$ cat src/rtl/alu_arbiter.sv
// Round-robin arbiter sharing one combinational 16-bit ALU between NREQ requesters, with a
// two-stage operand/result pipeline. Define ALU_ARB_FIXED_PRIO_EN for fixed lowest-index priority.
module alu_arbiter #(
    parameter int NREQ = 2,
    parameter int IDW  = 2
) (
    input  logic               clk,
    input  logic               rst_n,
    input  logic               arb_en,
    input  logic [NREQ-1:0]    req_valid,
    input  logic [16*NREQ-1:0] req_a,
    input  logic [16*NREQ-1:0] req_b,
    input  logic [3*NREQ-1:0]  req_func,
    output logic [NREQ-1:0]    req_ready,
    output logic [15:0]        alu_a,
    output logic [15:0]        alu_b,
    output logic [2:0]         alu_func,
    input  logic [15:0]        alu_r,
    input  logic               alu_zf,
    output logic [NREQ-1:0]    rsp_valid,
    output logic [15:0]        rsp_result,
    output logic               rsp_zf,
    output logic               busy
);

    // Handshake: requester i transfers an op on a rising edge where req_valid[i] & req_ready[i];
    // req_ready is one-hot, only offered to a valid requester, and never waits on the response side.
    logic            grant_any;
    logic [IDW-1:0]  grant_id;
    logic            hs;

    logic [15:0]     op_a_d, op_b_d;
    logic [2:0]      op_func_d;
    logic [15:0]     op_a_q, op_b_q;
    logic [2:0]      op_func_q;
    logic [IDW-1:0]  op_id_q;
    logic            op_v_q;

    logic [15:0]     res_q;
    logic            zf_q;
    logic [IDW-1:0]  rsp_id_q;
    logic            rsp_v_q;

`ifdef ALU_ARB_FIXED_PRIO_EN
    // Descending scan so the lowest valid index is the last (winning) assignment.
    always_comb begin
        grant_any = 1'b0;
        grant_id  = '0;
        if (arb_en && rst_n) begin
            for (int k = NREQ - 1; k >= 0; k--) begin
                if (req_valid[k]) begin
                    grant_any = 1'b1;
                    grant_id  = IDW'(k);
                end
            end
        end
    end
`else
    logic [IDW-1:0]  rr_ptr_q;

    // Scan offsets NREQ..1 from the pointer; the nearest valid requester after rr_ptr wins.
    always_comb begin
        grant_any = 1'b0;
        grant_id  = '0;
        if (arb_en && rst_n) begin
            for (int k = NREQ; k >= 1; k--) begin
                if (req_valid[(int'(rr_ptr_q) + k) % NREQ]) begin
                    grant_any = 1'b1;
                    grant_id  = IDW'((int'(rr_ptr_q) + k) % NREQ);
                end
            end
        end
    end

    always_ff @(posedge clk) begin
        if (!rst_n) begin
            rr_ptr_q <= IDW'(NREQ - 1);
        end else if (hs) begin
            rr_ptr_q <= grant_id;
        end
    end
`endif

    always_comb begin
        req_ready = '0;
        op_a_d    = '0;
        op_b_d    = '0;
        op_func_d = '0;
        for (int i = 0; i < NREQ; i++) begin
            if (grant_any && (grant_id == IDW'(i))) begin
                req_ready[i] = 1'b1;
                op_a_d       = req_a[16*i +: 16];
                op_b_d       = req_b[16*i +: 16];
                op_func_d    = req_func[3*i +: 3];
            end
        end
    end

    assign hs = |(req_valid & req_ready);

    always_ff @(posedge clk) begin
        if (!rst_n) begin
            op_a_q    <= '0;
            op_b_q    <= '0;
            op_func_q <= '0;
            op_id_q   <= '0;
            op_v_q    <= 1'b0;
            res_q     <= '0;
            zf_q      <= 1'b0;
            rsp_id_q  <= '0;
            rsp_v_q   <= 1'b0;
        end else begin
            op_v_q  <= hs;
            rsp_v_q <= op_v_q;
            // Operand register only loads on a handshake so the ALU inputs stay quiet when idle.
            if (hs) begin
                op_a_q    <= op_a_d;
                op_b_q    <= op_b_d;
                op_func_q <= op_func_d;
                op_id_q   <= grant_id;
            end
            if (op_v_q) begin
                res_q    <= alu_r;
                zf_q     <= alu_zf;
                rsp_id_q <= op_id_q;
            end
        end
    end

    always_comb begin
        rsp_valid = '0;
        for (int i = 0; i < NREQ; i++) begin
            rsp_valid[i] = rsp_v_q && (rsp_id_q == IDW'(i));
        end
    end

    assign alu_a      = op_a_q;
    assign alu_b      = op_b_q;
    assign alu_func   = op_func_q;
    assign rsp_result = res_q;
    assign rsp_zf     = zf_q;
    assign busy       = op_v_q | rsp_v_q;

endmodule

$ cat config.mk
export PLATFORM = sky130hd
export DESIGN_NAME = alu_arbiter
export DESIGN_NICKNAME = d
export VERILOG_FILES = /design/src/rtl/alu_arbiter.sv
export SDC_FILE = /design/constraint.sdc
export NUM_CORES = 1
export LEC_CHECK = 0
export CELL_PAD_IN_SITES_DETAIL_PLACEMENT = 1
export CELL_PAD_IN_SITES_GLOBAL_PLACEMENT = 1
export CORE_MARGIN = 10
export CORE_UTILIZATION = 30
export CTS_BUF_LIST = sky130_fd_sc_hd__clkbuf_4
export DETAILED_ROUTE_END_ITERATION = 7
export GPL_ROUTABILITY_DRIVEN = 1
export PLACE_DENSITY_LB_ADDON = 0.1
export SETUP_SLACK_MARGIN = 0.5
export SLEW_MARGIN = 20
export SYNTH_ARGS = -nofsm -noshare
export SYNTH_HDL_FRONTEND = slang
export SYNTH_SLANG_ARGS = --single-unit
$ cat constraint.sdc
create_clock -name clk -period 2.75 [get_ports clk]
set_input_delay 0.825 -clock clk [delete_from_list [all_inputs] [get_ports clk]]
set_output_delay 0.825 -clock clk [all_outputs]
set_load 0.02 [all_outputs]
==> reports/summary.md <==
Buffers placed on the I/O ports in this run total 148. The net switching share of the total power is 27.5%. Counting flops with a built-in enable in the synthesized netlist gives 0. The area growth from synthesis to layout works out to 73.9%.

Yosys mapped the design onto 23 distinct sky130hd cell types. The relative slew slack is 64.1%, and the final cycle utilization of the critical path is 81.0%. Initial antenna violation count: 0.

For the pin with the worst max-slew slack, the measured transition is 538 ps. Yosys printed 0 warnings. The initialized floorplan defines 33 standard-cell rows. The tool flagged a number of max-cap violations equal to 0. The tools report the source of the worst register-to-register timing path as rr_ptr_q[0].

The count of pins over their slew limit is 0, and the sequential area share after synthesis is 46.2%. The power density normalized to cell area works out to 473 mW/mm^2. Summed over all layers, the global routing overflow is 0. The number of global-route vias before repair is 2,619, and the post-synthesis cell area is 0.00247 mm^2. The H-tree was split into 3 levels. After filler insertion, the fill cell instance count of the layout stands at 903. The placed instances occupy a cell area of 0.00402 mm^2. A synthesized cell averages 10.3 um^2. The maximum clock insertion buffer count came out at 2.

The final number of hold-violating endpoints is 0. Cell internal power was estimated by the tool at 1.47 mW. From left edge to right edge, the die measures 111 um. By startpoint and endpoint, the worst setup path is classified as in -> out.

Tracing the worst setup path back leads to its startpoint at rst_n. The die covers 0.0123 mm^2. The tools report the number of hold-repair buffers added at the cts stage as 0.

The root buffer selected by CTS is sky130_fd_sc_hd__clkbuf_4. Clock-pin slew was measured on the worst setup and hold paths at 100 ps. For the worst setup path, the data required time is 1930 ps.

The initial utilization of the core area, before any placement, comes to 30.5%. Dividing the detail-routed wire length by the instance count gives 19.7 um. The class of the tightest hold or removal check is reg -> reg.

Sequential cells burn 43.5% of the power. The worst register-to-register path has a depth of 4. The global-route wire length before repair is 15.0 mm, and the number of nets in the layout is 478.

The die is 111 um tall. The smallest clock period supported by the final layout is computed as 2230 ps. Setup repair after global routing left no endpoint under its margin.

Detailed placement ended at an HPWL of 6.78 mm. For the post-route core utilization, the log shows 53.1%. The logs give 35.5% for the share of total power in the clock network and 0 for the final setup violation count.

The run gives 9.76 mm as the overall routed net length. The total clock buffers created by CTS was 9. In the synthesized netlist the async set-or-reset flop fraction comes to 0%.

Number of vias in the routed layout: 2,554. Counting every instance in the synthesized netlist gives 240. The tools report the part of the total power dissipated in combinational logic as 21.0%. The count of unresolved DRC violations after routing is 0. For the clock insertion delay at the later pin of the skew report, the log shows 410 ps. Of all nets on the critical path, the largest fanout is 3. TritonCTS built the clock tree. The tools report the end of the critical path as req_ready[0]. Cells with a size suffix above 1 make up 11.0% of the layout. The startpoint class of the critical path is an input pin. STA classifies the critical path endpoint as an output pin. The setup check on the worst reg-to-reg path leaves a slack of 1360 ps. The routability congestion estimate is 0.741. Clock skew on the completed layout was measured at 10.5 ps.

Leaving out fill and tap cells, the most frequent cell in the layout is sky130_fd_sc_hd__clkdlybuf4s50_1. For the peak ir drop on the vdd network, the log shows 0.237 mV. Using the TritonRoute via totals, the vias-per-cell ratio works out to 5.15. In the synthesized netlist the dominant register cell turns out to be sky130_fd_sc_hd__dfxtp_1.

For the clock sink count, the log shows 57. The placeable core region was 0.00809 mm^2. The run finished with clean final reports.

Leaving out fill and tap cells, the most frequent cells in the layout are sky130_fd_sc_hd__clkdlybuf4s50_1 (102), sky130_fd_sc_hd__dfxtp_1 (57), sky130_fd_sc_hd__dlymetal6s2s_1 (36). The worst hold margin came out at 530 ps. The tools report the switching component of the power as 559 uW.

Counting every net in the synthesized netlist gives 332. The source of the worst hold timing path was rsp_result[14]. Based on the critical path, the design can be clocked at up to 0.449 GHz.

The capturing point of the worst reg2reg path was alu_b[8]. For this design the static power due to leakage is 2.12 nW. Design area: 0.00430 mm^2. The total global-route track usage was 15.1%; the detailed router's first-iteration violation count was 47. The data arrival at the endpoint of the critical path is 1400 ps, and the maximum number of pins on one net before global-route repair is 59. 0 antenna diodes ended up in the layout.

The iteration count of the initial detailed-routing pass was 6. The number of I/O pins is 149. In this run, synthesis produced a sequential element count of 57.

The run gives 0 as the number of nets still failing antenna checks after routing.
Yosys cell counts (5+ instances only):
library cell / number / area (um^2)
sky130_fd_sc_hd__mux2i_1: 18 / 180
sky130_fd_sc_hd__clkbuf_1: 5 / 18.8
sky130_fd_sc_hd__nand3_1: 34 / 170
sky130_fd_sc_hd__buf_2: 6 / 30.0
sky130_fd_sc_hd__a21boi_0: 5 / 37.5
sky130_fd_sc_hd__nor2b_1: 19 / 119
sky130_fd_sc_hd__dfxtp_1: 57 / 1140
sky130_fd_sc_hd__buf_4: 7 / 52.6
sky130_fd_sc_hd__a32oi_1: 35 / 307
sky130_fd_sc_hd__a21boi_1: 30 / 225
cell families after synthesis:
logic type | after synthesis | share of synthesized area, %
multiplexers | 18 | 7.29
AO/OA/AOI/OAI | 74 | 24.8
AND/OR/NAND/NOR | 63 | 14.3
buffers and inverters | 28 | 7.45
flip-flops | 57 | 46.2
power groups by stage:
stage / Sequential, mW / Clock [mW] / Combinational [mW]
final: 0.885 / 0.721 / 0.427
after global routing: 0.890 / 0.782 / 0.459
after CTS: 0.887 / 0.737 / 0.437
after detailed placement: 0.905 / 0 / 0.433
after global placement: 0.903 / 0 / 0.428
after floorplan: 0.948 / 0 / 0.139
stage by stage:
step                setup TNS (ps)  std cells  setup WS [ps]  total power [mW]
finish                           0        496            522              2.03
global route                     0        496            500              2.13
CTS                              0        496            419              2.06
detailed placement            -770        478           -391              1.34
global placement              -683        478           -350              1.33
floorplan                        0        240            501              1.09
routing by layer:
layer | routed length, um | track usage, %
met4 | 135 | 5.47
met1 | 4060 | 18.1
met3 | 821 | 6.17
met5 | 0 | 0
met2 | 4750 | 23.5
flip-flops by register name, summed over array words and instances, names as in the netlist:
signal,cells
rsp_result,16
rsp_id_q,1
alu_func,3
rsp_v_q,1
rsp_zf,1
alu_b,16
rr_ptr_q,1
alu_a,16
op_id_q,1
op_v_q,1
worst min path at each step:
| stage | to | slack (ps) | depth (start not counted) |
|---|---|---|---|
| 3_5_place_dp | rsp_result[4] | 510 | 2 |
| 5_1_grt | rsp_result[4] | 550 | 2 |
| 3_3_place_gp | rsp_result[9] | 500 | 2 |
| 4_1_cts | rr_ptr_q[0] | 540 | 2 |
| 2_1_floorplan | op_id_q[0] | 470 | 2 |
| 6_report | rsp_result[14] | 530 | 2 |
layout make-up:
class | count | area (um^2) | share of cell area, %
Sequential cell | 57 | 1140 | 26.6
Multi-Input combinational cell | 155 | 1170 | 27.3
Tap cell | 105 | 131 | 3.06
Timing Repair Buffer | 161 | 1680 | 39.1
Clock buffer | 9 | 67.6 | 1.57
Inverter | 2 | 7.51 | 0.175
Clock inverter | 7 | 95.1 | 2.21
critical path, stage by stage:
cell and delay (ps):
sky130_fd_sc_hd__buf_2 110, sky130_fd_sc_hd__and2_4 160, sky130_fd_sc_hd__and3_4 180, sky130_fd_sc_hd__buf_6 130
timing repair:
item                       CTS  global route
setup endpoints to repair    6            38
buffers inserted             2             0
resized for setup           32            38
pin swaps                    2             2
No activity file was read; power rests on OpenSTA's default activity.
